`src/rtl/profiler_pkg.sv`:
```
// Shared types and helpers for the segment cycle profiler.
package profiler_pkg;

    // Profiler control states.
    typedef enum logic [1:0] {
        IDLE = 2'd0,
        RUN  = 2'd1,
        FULL = 2'd2
    } state_t;

    // Values accepted by the WRAP parameter.
    localparam int STOP = 0;
    localparam int CIRC = 1;

    // Address width for a DEPTH-entry array; never narrower than one bit.
    function automatic int idx_width(input int depth);
        return (depth <= 2) ? 1 : $clog2(depth);
    endfunction

endpackage

```
`src/rtl/segment_cycle_profiler_sat_counter.sv`:
```
// Saturating incrementer: computes the next value of a counter from its
// current value. Kept combinational so one instance can serve whichever
// array entry is selected, and another can feed the total register.
module sat_counter #(
    parameter int W = 8
) (
    input  logic [W-1:0] cur,
    input  logic         inc,
    input  logic         clr,
    output logic [W-1:0] q,
    output logic         sat
);

    localparam logic [W-1:0] MAX = '1;

    // Next value: clear wins, otherwise step by one and stick at MAX.
    always_comb begin
        // NOTE: every output gets a default first so no path leaves it unassigned (no latch).
        q   = cur;
        sat = 1'b0;
        if (clr) begin
            q = '0;
        end else if (inc) begin
            if (cur != MAX) begin
                q = cur + 1'b1;
            end
            // Pulse whenever this increment leaves the counter at its ceiling.
            sat = (q == MAX);
        end
    end

endmodule

```
`src/rtl/segment_cycle_profiler.sv`:
```
// Per-segment cycle profiler: counts enabled cycles into the currently open
// segment entry, closes a segment on each strobe, keeps a saturating grand
// total, and exposes the entries through a registered read port.
// The segment-end strobe is named evt because "event" is a reserved word.
module segment_cycle_profiler
    import profiler_pkg::*;
#(
    parameter  int CNT_W = 16,
    parameter  int TOT_W = 32,
    parameter  int DEPTH = 20,
    parameter  int WRAP  = 0,
    localparam int IDX_W = idx_width(DEPTH)
) (
    input  logic             clk,
    input  logic             reset,
    input  logic             enable,
    input  logic             evt,
    input  logic             clear,
    input  logic [IDX_W-1:0] rd_idx,
    output logic [CNT_W-1:0] rd_count,
    output logic [IDX_W-1:0] seg_idx,
    output logic [TOT_W-1:0] total,
    output logic             sat,
    output logic             full,
    output logic             wrapped
);

    localparam logic [IDX_W-1:0] LAST = IDX_W'(DEPTH - 1);

    state_t           state;
    state_t           state_n;
    logic [CNT_W-1:0] count [DEPTH];

    logic             wipe;
    logic             counting;
    logic             advance;
    logic             at_last;
    logic [IDX_W-1:0] enter_idx;
    logic [CNT_W-1:0] seg_next;
    logic             seg_sat;
    logic [TOT_W-1:0] tot_next;
    logic             tot_sat;

    // Cycle qualification: a cycle counts only when enabled and not yet full.
    always_comb begin
        wipe      = reset | clear;
        counting  = enable && (state != FULL);
        advance   = counting && evt;
        at_last   = (seg_idx == LAST);
        enter_idx = at_last ? '0 : seg_idx + 1'b1;
    end

    // Shared incrementer for whichever entry is currently open.
    sat_counter #(.W(CNT_W)) u_seg_inc (
        .cur (count[seg_idx]),
        .inc (counting),
        .clr (1'b0),
        .q   (seg_next),
        .sat (seg_sat)
    );

    // Incrementer for the grand total; soft clear and reset zero it.
    sat_counter #(.W(TOT_W)) u_tot_inc (
        .cur (total),
        .inc (counting),
        .clr (wipe),
        .q   (tot_next),
        .sat (tot_sat)
    );

    // Next-state decode; the state always mirrors this cycle's enable
    // until the last entry closes in stop mode.
    always_comb begin
        state_n = state;
        case (state)
            IDLE, RUN: begin
                if (advance && at_last && (WRAP == STOP)) begin
                    state_n = FULL;
                end else if (enable) begin
                    state_n = RUN;
                end else begin
                    state_n = IDLE;
                end
            end
            FULL:    state_n = FULL;
            default: state_n = IDLE;
        endcase
    end

    // State register; reset and clear both return to IDLE.
    always_ff @(posedge clk) begin
        // NOTE: sequential state uses non-blocking assignments so all registers update together.
        if (wipe) begin
            state <= IDLE;
        end else begin
            state <= state_n;
        end
    end

    // Segment index, sticky flags and total.
    always_ff @(posedge clk) begin
        if (wipe) begin
            seg_idx <= '0;
            sat     <= 1'b0;
            wrapped <= 1'b0;
        end else begin
            if (advance) begin
                if (!at_last) begin
                    seg_idx <= enter_idx;
                end else if (WRAP == CIRC) begin
                    seg_idx <= '0;
                    wrapped <= 1'b1;
                end
            end
            if (seg_sat || tot_sat) begin
                sat <= 1'b1;
            end
        end
        total <= tot_next;
    end

    // Entry array and registered read port.
    always_ff @(posedge clk) begin
        if (wipe) begin
            // NOTE: the array is register-based and must read back as zero after clear, so every entry is reset.
            for (int i = 0; i < DEPTH; i++) begin
                count[i] <= '0;
            end
            rd_count <= '0;
        end else begin
            if (counting) begin
                count[seg_idx] <= seg_next;
            end
            // In circular mode the entry being entered starts from zero so it
            // only ever holds cycles from its newest segment.
            if (advance && (WRAP == CIRC) && (at_last || (int'(seg_idx) < DEPTH - 1))) begin
                count[enter_idx] <= '0;
            end
            // Read returns the pre-edge value; out-of-range addresses read zero.
            rd_count <= (int'(rd_idx) < DEPTH) ? count[rd_idx] : '0;
        end
    end

    // Only output decoded straight from the state register.
    assign full = (state == FULL);

endmodule

```
`config.mk`:
```
export PLATFORM = sky130hd
export DESIGN_NAME = segment_cycle_profiler
export DESIGN_NICKNAME = d
export VERILOG_FILES = /design/src/rtl/profiler_pkg.sv /design/src/rtl/segment_cycle_profiler_sat_counter.sv /design/src/rtl/segment_cycle_profiler.sv
export SDC_FILE = /design/constraint.sdc
export NUM_CORES = 1
export LEC_CHECK = 0
export CAP_MARGIN = 40
export CORE_UTILIZATION = 46
export CTS_CLUSTER_SIZE = 30
export DETAILED_ROUTE_END_ITERATION = 10
export GPL_TIMING_DRIVEN = 1
export SYNTH_ARGS = -nofsm -noshare
export SYNTH_HDL_FRONTEND = slang
export SYNTH_SLANG_ARGS = --single-unit
export TNS_END_PERCENT = 100
```
`constraint.sdc`:
```
create_clock -name clk -period 3.58 [get_ports clk]
set_clock_uncertainty 0.05 [all_clocks]
set_input_delay 0.716 -clock clk [delete_from_list [all_inputs] [get_ports clk]]
set_output_delay 0.716 -clock clk [all_outputs]
set_load 0.05 [all_outputs]
```
==> metrics.csv <==
metric,value,unit
Initial Util,46.7,%
setup TNS,0,ps
final slew viol count,0,
First DRT Iteration DRCs,1712,
area delta synth->final,22.8,%
GRT met1 Usage,37.5,%
max_cap viols,0,
Worst Path Max Fanout,8,
relative slew slack,39.7,%
fin crit period,3550,ps
path type of the worst setup path,reg -> reg,
CTS Buf Count,61,
DP HPWL,55.1,mm
GRT overflow,0,
Slew @ Worst Pin,902,ps
die height,247,um
violated checks,design-rule violations,
Residual DRC,6,
status,finished with violations,
met2 GRT Util,44.8,%
Pleak,11.5,nW
number of synthesized register bits,573,
register area share after synthesis,60.0,%
"EDFF count, synth",512,
count of cell types in the netlist,70,
drt pass-1 iters,8,
Clock Pin Slew Worst Setup and Hold Paths,60,ps
"Max stage delay cell, worst path",or4_4,
H-tree depth,2,
CTS Buffer Depth,3,
Hold EP,state[0],
post-route clock period utilization,99.3,%
"Req. time, crit path",4030,ps
Routed WL,82.6,mm
Port Buffers,64,
gpl congestion,0.925,
Hold Crit Start,state[1],
Sequential cell area,16600,sq um
clock sinks,573,
hold-fix buffers at CTS,0,
largest net degree at the start of global routing,56,
clk_lat worst skew,660,ps
met3 Track Usage GR,3.11,%
Syn Nets,2104,
CP dominant cell by count,buf_4,
share of layout cells above drive strength 1,25.1,%
maximum clock rate,0.281,GHz
pwr dens,451,nW/um^2
syn_area_per_cell,13.2,sq um
largest stage delay on the critical path,630,ps
Layout Nets,2346,
DRT antenna net count,0,
Worst R2R End,count[5][13],
most frequent cells in the layout,"edfxtp_1 (512), nor2_1 (383), mux2i_1 (270)",
initial antenna violation count,0,
Antenna Cells,0,
Hold Path Depth,3,
CTS tree,done,
fillcell total,4739,
Worst setup EP type,flop,
Worst EP arrival,4000,ps
synth warn,0,
Hold Fails Final Rpt,0,
crit start category,flop,
most used routing layer,met2,
Core Area,59200,sq um
wire length of the first global-routing pass,122,mm
number of core rows,89,
Post-synth top flop,edfxtp_1,
wire length per cell,26.2,um
Final setup viols,0,
Worst Reg2Reg Path Length in Cells,13,
average vias per placed instance,6.04,
Hold WC Path Type,reg -> reg,
setup ws final,26.1,ps
"Cell Area, Synth",27700,sq um
dpl ws,-246,ps
unrepaired setup endpoints after global routing,yes,
"most common cell after layout, fill and taps aside",edfxtp_1,
vias in the first global route,19047,
Ports,66,
CP Cell Sequence,buf_12 > buf_4 > buf_4 > mux2i_1 > a22oi_2 > nand3_1 > nand4_1 > nand4_4 > or4_4 > and3_4 > mux2_4 > clkbuf_16 > nor2_4,
Via Count,19013,
Die W,247,um
die area,61100,sq um
footprint of the multi-input gates,10700,sq um
GRT Util Overall,27.3,%
R2R setup slack,30,ps
Syn Inst Count,2088,
peak supply drop,0.423,mV
CTS root buffer,clkbuf_16,
asr flop ratio synth,0,%
-- cell usage after synthesis, types with 14 or more instances --
| library cell | n | area share [%] |
|---|---|---|
| buf_6 | 17 | 0.69 |
| nand4_1 | 24 | 0.54 |
| nor2_1 | 396 | 5.4 |
| nand3_1 | 87 | 1.6 |
| buf_2 | 20 | 0.36 |
| inv_1 | 22 | 0.30 |
| dfxtp_1 | 61 | 4.4 |
| mux2i_1 | 275 | 10 |
| buf_1 | 14 | 0.19 |
| nand2_1 | 93 | 1.3 |
| xnor2_1 | 23 | 0.73 |
| a21oi_1 | 34 | 0.62 |
| edfxtp_1 | 512 | 56 |
| nor2_4 | 19 | 0.77 |
| mux4_2 | 95 | 7.7 |
| clkbuf_1 | 96 | 1.3 |
| xor2_1 | 26 | 0.82 |
| a22oi_1 | 100 | 2.7 |
| and3_1 | 16 | 0.36 |
-- registers in the layout, indices dropped and copies added (netlist names), named ones only --
name and cells:
count 512, rd_count 16, seg_idx 5, state 2
sat 1, total 32
-- per-stage QoR --
step | hold slack [ps] | power (W) | area [sq um] | util, % | std cells
2_1_floorplan | 436 | 0.00835 | 27700 | - | 2088
3_5_place_dp | 468 | 0.00886 | 30700 | 51.9 | 2991
3_3_place_gp | 456 | 0.00884 | 30700 | 51.8 | 2989
4_1_cts | 481 | 0.0153 | 33300 | 56.2 | 3127
5_1_grt | 528 | 0.0157 | 34000 | 57.3 | 3150
6_report | 485 | 0.0153 | 34000 | 57.3 | 3150
-- kinds of logic after synthesis --
logic type / count (synthesis) / share of synthesized area [%]
AO/OA/AOI/OAI: 188 / 4.89
other: 1 / 0.0136
adder cells (fa/ha/maj): 6 / 0.271
flip-flops: 573 / 60.0
buffers and inverters: 188 / 3.57
XOR/XNOR: 49 / 1.55
AND/OR/NAND/NOR: 711 / 11.9
multiplexers: 372 / 17.8
-- critical path, delay by kind of cell (launching register included) --
family          cells  cell delay (ps)
simple gates        6             1490
flops               1              430
buf+inv             4              720
compound gates      1              290
mux                 2              410
-- timing repair --
| action | in CTS | in global routing |
|---|---|---|
| gates resized for setup | 41 | 90 |
| buffers inserted | 21 | 20 |
| pin swaps | 19 | 32 |
| gates cloned | 5 | 8 |
| setup endpoints to repair | 451 | 364 |
-- where the power goes --
part / switching [W] / internal, W / leakage (nW)
Combinational: 0.000771 / 0.000522 / 4.79
Sequential: 0.0000889 / 0.00747 / 5.77
Clock: 0.00266 / 0.00382 / 0.984
Total: 0.00352 / 0.0118 / 11.5
-- per-layer routing --
layer,part of all wire [%],wire [um]
met5,0,0
met4,3.5,2920
met3,6.8,5620
met2,48,39700
met1,42,34400
-- area by class of cell --
class                      instances  share of cell area [%]
inverter                          25                   0.321
sequential                       573                    48.9
tap                              773                    2.85
multi-input combinational       1328                    31.6
clock buffer                      68                    4.57
timing repair buffer             339                    10.4
clock inverter                    42                    1.39
timing repair inverter             2                  0.0442
-- worst max-delay path by stage --
stage | from | endpoint | slack (ps)
after global routing | flop | count[7][13] | -20
after CTS | flop | count[17][11] | 2
final | flop | count[5][13] | 30
after detailed placement | enable | sat | -250
after floorplan | flop | count[20][14] | -60
after global placement | flop | count[26][9] | -340
Note: power is estimated with default switching activity, not from simulation.
